<file path="config.mk">
export PLATFORM = sky130hd
export DESIGN_NAME = instr_fetch
export DESIGN_NICKNAME = d
export VERILOG_FILES = /design/src/rtl/instr_fetch_pkg.sv /design/src/rtl/fetch_fifo.sv /design/src/rtl/instr_fetch.sv
export SDC_FILE = /design/constraint.sdc
export NUM_CORES = 1
export LEC_CHECK = 0
export CAP_MARGIN = 10
export CORE_MARGIN = 2
export CORE_UTILIZATION = 42
export DETAILED_ROUTE_END_ITERATION = 16
export PLACE_DENSITY = 0.74
export SYNTH_ARGS = -nofsm -noshare
export SYNTH_HDL_FRONTEND = slang
export SYNTH_SLANG_ARGS = --single-unit
</file>
<file path="constraint.sdc">
create_clock -name clk -period 3.6 [get_ports clk]
set_clock_uncertainty 0.15 [all_clocks]
set_input_delay 0.72 -clock clk [delete_from_list [all_inputs] [get_ports clk]]
set_output_delay 0.72 -clock clk [all_outputs]
set_load 0.005 [all_outputs]
</file>
<file path="src/rtl/instr_fetch_pkg.sv">
// Shared control-unit definitions: instruction/opcode widths, HALT opcode and fetch state enum.
package instr_fetch_pkg;

  localparam int unsigned OPC_W   = 5;
  localparam int unsigned INSTR_W = 18;

  localparam logic [OPC_W-1:0] OPC_HALT = 5'd31;

  typedef enum logic [1:0] {
    StIdle,
    StRun,
    StDrain,
    StHalted
  } fetch_state_e;

  function automatic logic is_halt(input logic [INSTR_W-1:0] word);
    return word[INSTR_W-1 -: OPC_W] == OPC_HALT;
  endfunction

endpackage

</file>
<file path="src/rtl/fetch_fifo.sv">
// Synchronous prefetch FIFO with flush; the head entry is presented directly from storage.
module fetch_fifo #(
  parameter int unsigned DEPTH = 4,
  parameter int unsigned WIDTH = 18
) (
  input  logic                     clk,
  input  logic                     reset,
  input  logic                     flush,
  input  logic                     push,
  input  logic [WIDTH-1:0]         push_data,
  input  logic                     pop,
  output logic [WIDTH-1:0]         head,
  output logic                     valid,
  output logic [$clog2(DEPTH):0]   count
);

  localparam int unsigned PtrW = $clog2(DEPTH);

  logic [WIDTH-1:0] storage [DEPTH];
  logic [PtrW-1:0]  wr_ptr;
  logic [PtrW-1:0]  rd_ptr;
  logic [PtrW:0]    cnt;
  logic             do_push;
  logic             do_pop;

  assign do_pop  = pop && (cnt != '0);
  // A pop in the same cycle frees the slot, so a push into a full FIFO is not lost.
  assign do_push = push && ((cnt != (PtrW + 1)'(DEPTH)) || do_pop);

  always_ff @(posedge clk) begin
    if (reset) begin
      for (int i = 0; i < int'(DEPTH); i++) begin
        storage[i] <= '0;
      end
      wr_ptr <= '0;
      rd_ptr <= '0;
      cnt    <= '0;
    end else if (flush) begin
      wr_ptr <= '0;
      rd_ptr <= '0;
      cnt    <= '0;
    end else begin
      if (do_push) begin
        storage[wr_ptr] <= push_data;
        wr_ptr          <= wr_ptr + PtrW'(1);
      end
      if (do_pop) begin
        rd_ptr <= rd_ptr + PtrW'(1);
      end
      case ({do_push, do_pop})
        2'b10:   cnt <= cnt + (PtrW + 1)'(1);
        2'b01:   cnt <= cnt - (PtrW + 1)'(1);
        default: ;
      endcase
    end
  end

  assign head  = storage[rd_ptr];
  assign valid = (cnt != '0);
  assign count = cnt;

endmodule

</file>
<file path="src/rtl/instr_fetch.sv">
// Instruction fetch stage: PC walk, prefetch FIFO, redirect flush and HALT drain.
// Optional FETCH_PERF_EN adds saturating fetch_count / stall_count outputs.
module instr_fetch
  import instr_fetch_pkg::*;
#(
  parameter int unsigned ADDR_W     = 10,
  parameter int unsigned FIFO_DEPTH = 4
) (
  input  logic               clk,
  input  logic               reset,
  input  logic               start,
  input  logic [ADDR_W-1:0]  start_addr,
  input  logic               redirect,
  input  logic [ADDR_W-1:0]  redirect_addr,
  output logic               imem_rd_en,
  output logic [ADDR_W-1:0]  imem_addr,
  input  logic [INSTR_W-1:0] imem_rdata,
  output logic [INSTR_W-1:0] raw_instruction,
  output logic               instr_valid,
  input  logic               instr_ready,
  output logic               busy,
  output logic               halted
`ifdef FETCH_PERF_EN
  ,
  output logic [31:0]        fetch_count,
  output logic [31:0]        stall_count
`endif
);

  localparam int unsigned CntW = $clog2(FIFO_DEPTH) + 1;

  fetch_state_e      state;
  logic [ADDR_W-1:0] pc;
  logic              inflight;
  logic              inflight_epoch;
  logic              epoch;
  logic [CntW-1:0]   fifo_count;

  logic start_go;
  logic redirect_go;
  logic ret_valid;
  logic ret_halt;
  logic fifo_push;
  logic fifo_pop;
  logic fifo_flush;

  assign start_go    = start && ((state == StIdle) || (state == StHalted));
  assign redirect_go = redirect && ((state == StRun) || (state == StDrain));

  // A return counts only if it was issued in the current epoch.
  assign ret_valid = inflight && (inflight_epoch == epoch);
  assign ret_halt  = ret_valid && is_halt(imem_rdata);

  assign imem_rd_en = (state == StRun) &&
                      (({1'b0, fifo_count} + {{CntW{1'b0}}, inflight}) < (CntW + 1)'(FIFO_DEPTH));
  assign imem_addr  = pc;

  assign fifo_pop   = instr_valid && instr_ready;
  assign fifo_flush = redirect_go || start_go;
  assign fifo_push  = ret_valid && !ret_halt && (state == StRun);

  always_ff @(posedge clk) begin
    if (reset) begin
      state          <= StIdle;
      pc             <= '0;
      inflight       <= 1'b0;
      inflight_epoch <= 1'b0;
      epoch          <= 1'b0;
    end else begin
      inflight       <= imem_rd_en;
      inflight_epoch <= epoch;
      if (imem_rd_en) begin
        pc <= pc + ADDR_W'(1);
      end
      if (redirect_go) begin
        pc    <= redirect_addr;
        epoch <= ~epoch;
        state <= StRun;
      end else if (start_go) begin
        pc    <= start_addr;
        epoch <= ~epoch;
        state <= StRun;
      end else begin
        case (state)
          StRun:   if (ret_halt) state <= StDrain;
          StDrain: if (fifo_count == '0) state <= StHalted;
          default: ;
        endcase
      end
    end
  end

  fetch_fifo #(
    .DEPTH (FIFO_DEPTH),
    .WIDTH (INSTR_W)
  ) u_fifo (
    .clk       (clk),
    .reset     (reset),
    .flush     (fifo_flush),
    .push      (fifo_push),
    .push_data (imem_rdata),
    .pop       (fifo_pop),
    .head      (raw_instruction),
    .valid     (instr_valid),
    .count     (fifo_count)
  );

  assign busy   = (state == StRun) || (state == StDrain);
  assign halted = (state == StHalted);

`ifdef FETCH_PERF_EN
  always_ff @(posedge clk) begin
    if (reset || start_go) begin
      fetch_count <= '0;
      stall_count <= '0;
    end else begin
      if (fifo_pop && (fetch_count != '1)) begin
        fetch_count <= fetch_count + 32'd1;
      end
      if (instr_valid && !instr_ready && (stall_count != '1)) begin
        stall_count <= stall_count + 32'd1;
      end
    end
  end
`endif

endmodule

</file>
==> reports/qor.csv <==
stage,metric,value,unit
cts,root_buffer,clkbuf_8,
placed_design,place_inst,553,
placed_design,dpl_cell_area,5420,um^2
timing,max_freq,0.338,GHz
global_route,gr-usage-all-layers,0.176,
route,detail_route.iter0.violations,120,
cts,cts_buffers,9,
timing,grt_setup_unrepaired,no,
route,drc,0,
run_status,outcome,completed,
critical_path,startpoint_type,flip-flop,
timing,finalSetupTns,0,ns
timing,holdWs,0.350,ns
placed_design,io_buffers,74,
cts,postCtsHoldBufs,0,
critical_path,timing.critical_path.fanout_max,18,
layout,area_delta_synth_final,24.6,%
cts,cts_tree,built,
layout,fin_cells,568,
yosys,synth_cell_type_count,45,
timing,tightest_slew,0.572,ns
global_route,grt_pass1_wl,15.4,mm
die,ios,75,
route,vias,2929,
critical_path,cp.required,2.73,ns
power_and_ir_drop,power_density,523,nW/um^2
layout,stdcell_area,5620,um^2
yosys,syn_area,4510,um^2
power_and_ir_drop,vdd_drop_max,0.341,mV
die,die_area,11600,um^2
critical_path,path_class,reg2out,
route,routed_wl,9.34,mm
critical_path,cp.arrival,2.08,ns
cts,post_cts_buffers,0,
yosys,ys.flop_type,edfxtp_1,
yosys,syn_avg_cell_area,12.9,um^2
min_path,hold_path_class,reg2reg,
cts,cts_sinks,96,
timing,finalWorstSetupSlack,0.646,ns
yosys,synth-async-reset-ratio,0,
route,ant_nets,0,
layout,drive_gt1_frac,0.116,
yosys,yosysTopAreaCell,edfxtp_1,
global_route,grt_overflow_total,0,
die,fp.dieW,108,um
die,start_util,0.435,
yosys,synth_seq_cells,96,
die,core,10400,um^2
timing,hold_viol_final,0,
global_route,grt_pass1_vias,3027,
layout,utilization,0.542,
layout,register_area,2640,um^2
timing,period_minus_slack,2.95,ns
layout,n_fill_cell,881,
route,dr.pass1.iters,4,
layout,diodes,0,
critical_path,cp-end-kind,primary output,
power_and_ir_drop,p_leak,2.05,nW
placed_design,hpwl,6.42,mm
die,fp.dieH,108,um
die,num_rows,37,
global_route,antenna_found_initial,0,
global_route,grt_max_degree,20,
power_and_ir_drop,finalPower,2.94,mW
placed_design,gp_congestion,0.859,
yosys,ys_warn_count,0,
cts,clockBufferDepth,2,
cts,clk_latency,0.35,ns
flow_run,drv_cap,0,
cts,ctsResizeCount,0,
yosys,synth_top_cell_area_share,0.479,
yosys,synth_edf_count,72,
timing,setup_viol,0,
placed_design,place_ws,0.400,ns
yosys,synthCells,350,
yosys,ys_top_cells_by_area,"edfxtp_1 48%, dfxtp_1 11%, and2_1 10%",
yosys,yosysSeqAreaShare,0.585,
route,wl_per_cell,16.4,um
yosys,syn_nets,398,
timing,slew_headroom,0.619,
layout,finalNetCount,476,
timing,report.final.slew_viol_count,0,
cts,cts.reportedPaths.clkPinSlew,0.08,ns
cts,h-tree-depth,3,
route,avgViaCountPerCell,5.16,
timing,finalCritPeriodShare,0.821,
layout,multi_input_area,1760,um^2
==> placed cells by master (no fill, tap or decap), drive strengths merged, types with 10 or more instances in the layout <==
cell type / n
nor2: 23
xor2: 11
edfxtp: 72
mux4: 18
nand2: 16
clkdlybuf4s50: 74
buf: 11
and2: 74
dfxtp: 24
clkbuf: 10
a21oi: 10
==> layer usage <==
layer  vias to the layer above  part of all wire  track usage
li1                       1419                 -            -
met1                      1414              0.44        0.222
met2                        85              0.50        0.301
met3                        11             0.051       0.0381
met4                         0             0.012       0.0549
met5                         -                 0            0
==> registers in the layout (all words and copies together) (netlist names), named ones only <==
name            flops
inflight_epoch      1
epoch               1
u_fifo.storage     72
state               2
u_fifo.count        3
u_fifo.wr_ptr       2
imem_addr          10
inflight            1
u_fifo.rd_ptr       2
==> power by group <==
group	total (mW)	internal, mW	switching, mW
clock network	0.733	0.382	0.351
registers	1.39	1.29	0.0987
logic	0.819	0.415	0.404
==> cell usage after synthesis, types with 2 or more instances <==
cell,n
and3_1,3
nand2_1,16
a211oi_1,4
mux2i_1,4
nand4_1,3
ha_1,4
nand2b_1,2
o21ai_0,8
xnor2_1,3
clkbuf_1,9
or2_2,4
or3_1,3
inv_1,8
nor2_1,23
a311oi_1,5
and2_1,73
buf_2,6
mux4_2,18
nor2b_1,2
a21o_1,5
buf_6,2
a21oi_1,10
a211o_1,2
nor3b_1,2
edfxtp_1,72
nand3_1,7
xor2_1,11
dfxtp_1,24
==> path summary, 6_finish.rpt <==
path / from / to / slack, ns / cells past startpoint
worst max-delay path: flip-flop / raw_instruction[17] / 0.65 / 3
worst min-delay path: u_fifo.count[2] / u_fifo.count[2] / 0.35 / 2
worst max register to register: state[0] / u_fifo.storage[0][3] / 0.80 / 7
worst min register to register: u_fifo.count[2] / u_fifo.count[2] / 0.35 / 2
==> area by class of cell <==
type,instances,share of cell area
flip-flops and latches,96,0.470
multi-input cells,228,0.312
repair buffers,85,0.146
well taps,136,0.0303
clock buffers,10,0.0227
clock inverters,5,0.0129
inverters,8,0.00534
==> worst max-delay path, cell delays in order, from the launching register on <==
cell,delay (ns)
dfxtp_1,0.31
buf_4,0.34
mux4_2,0.60
clkdlybuf4s50_1,0.47
==> kinds of logic (layout without fill, tap and decap cells) <==
kind of cell               count (synthesis)  after routing  synth area share
and+or+nand+nor                          148            148             0.189
DFF                                       96             96             0.585
AOI/OAI and AO/OA                         39             39            0.0577
buffers and inverters                     26            108            0.0266
muxes                                     22             22            0.0987
xor gates and xnor gates                  14             14            0.0272
adders and majority gates                  5              5            0.0155
No activity file was read; power rests on OpenSTA's default activity.
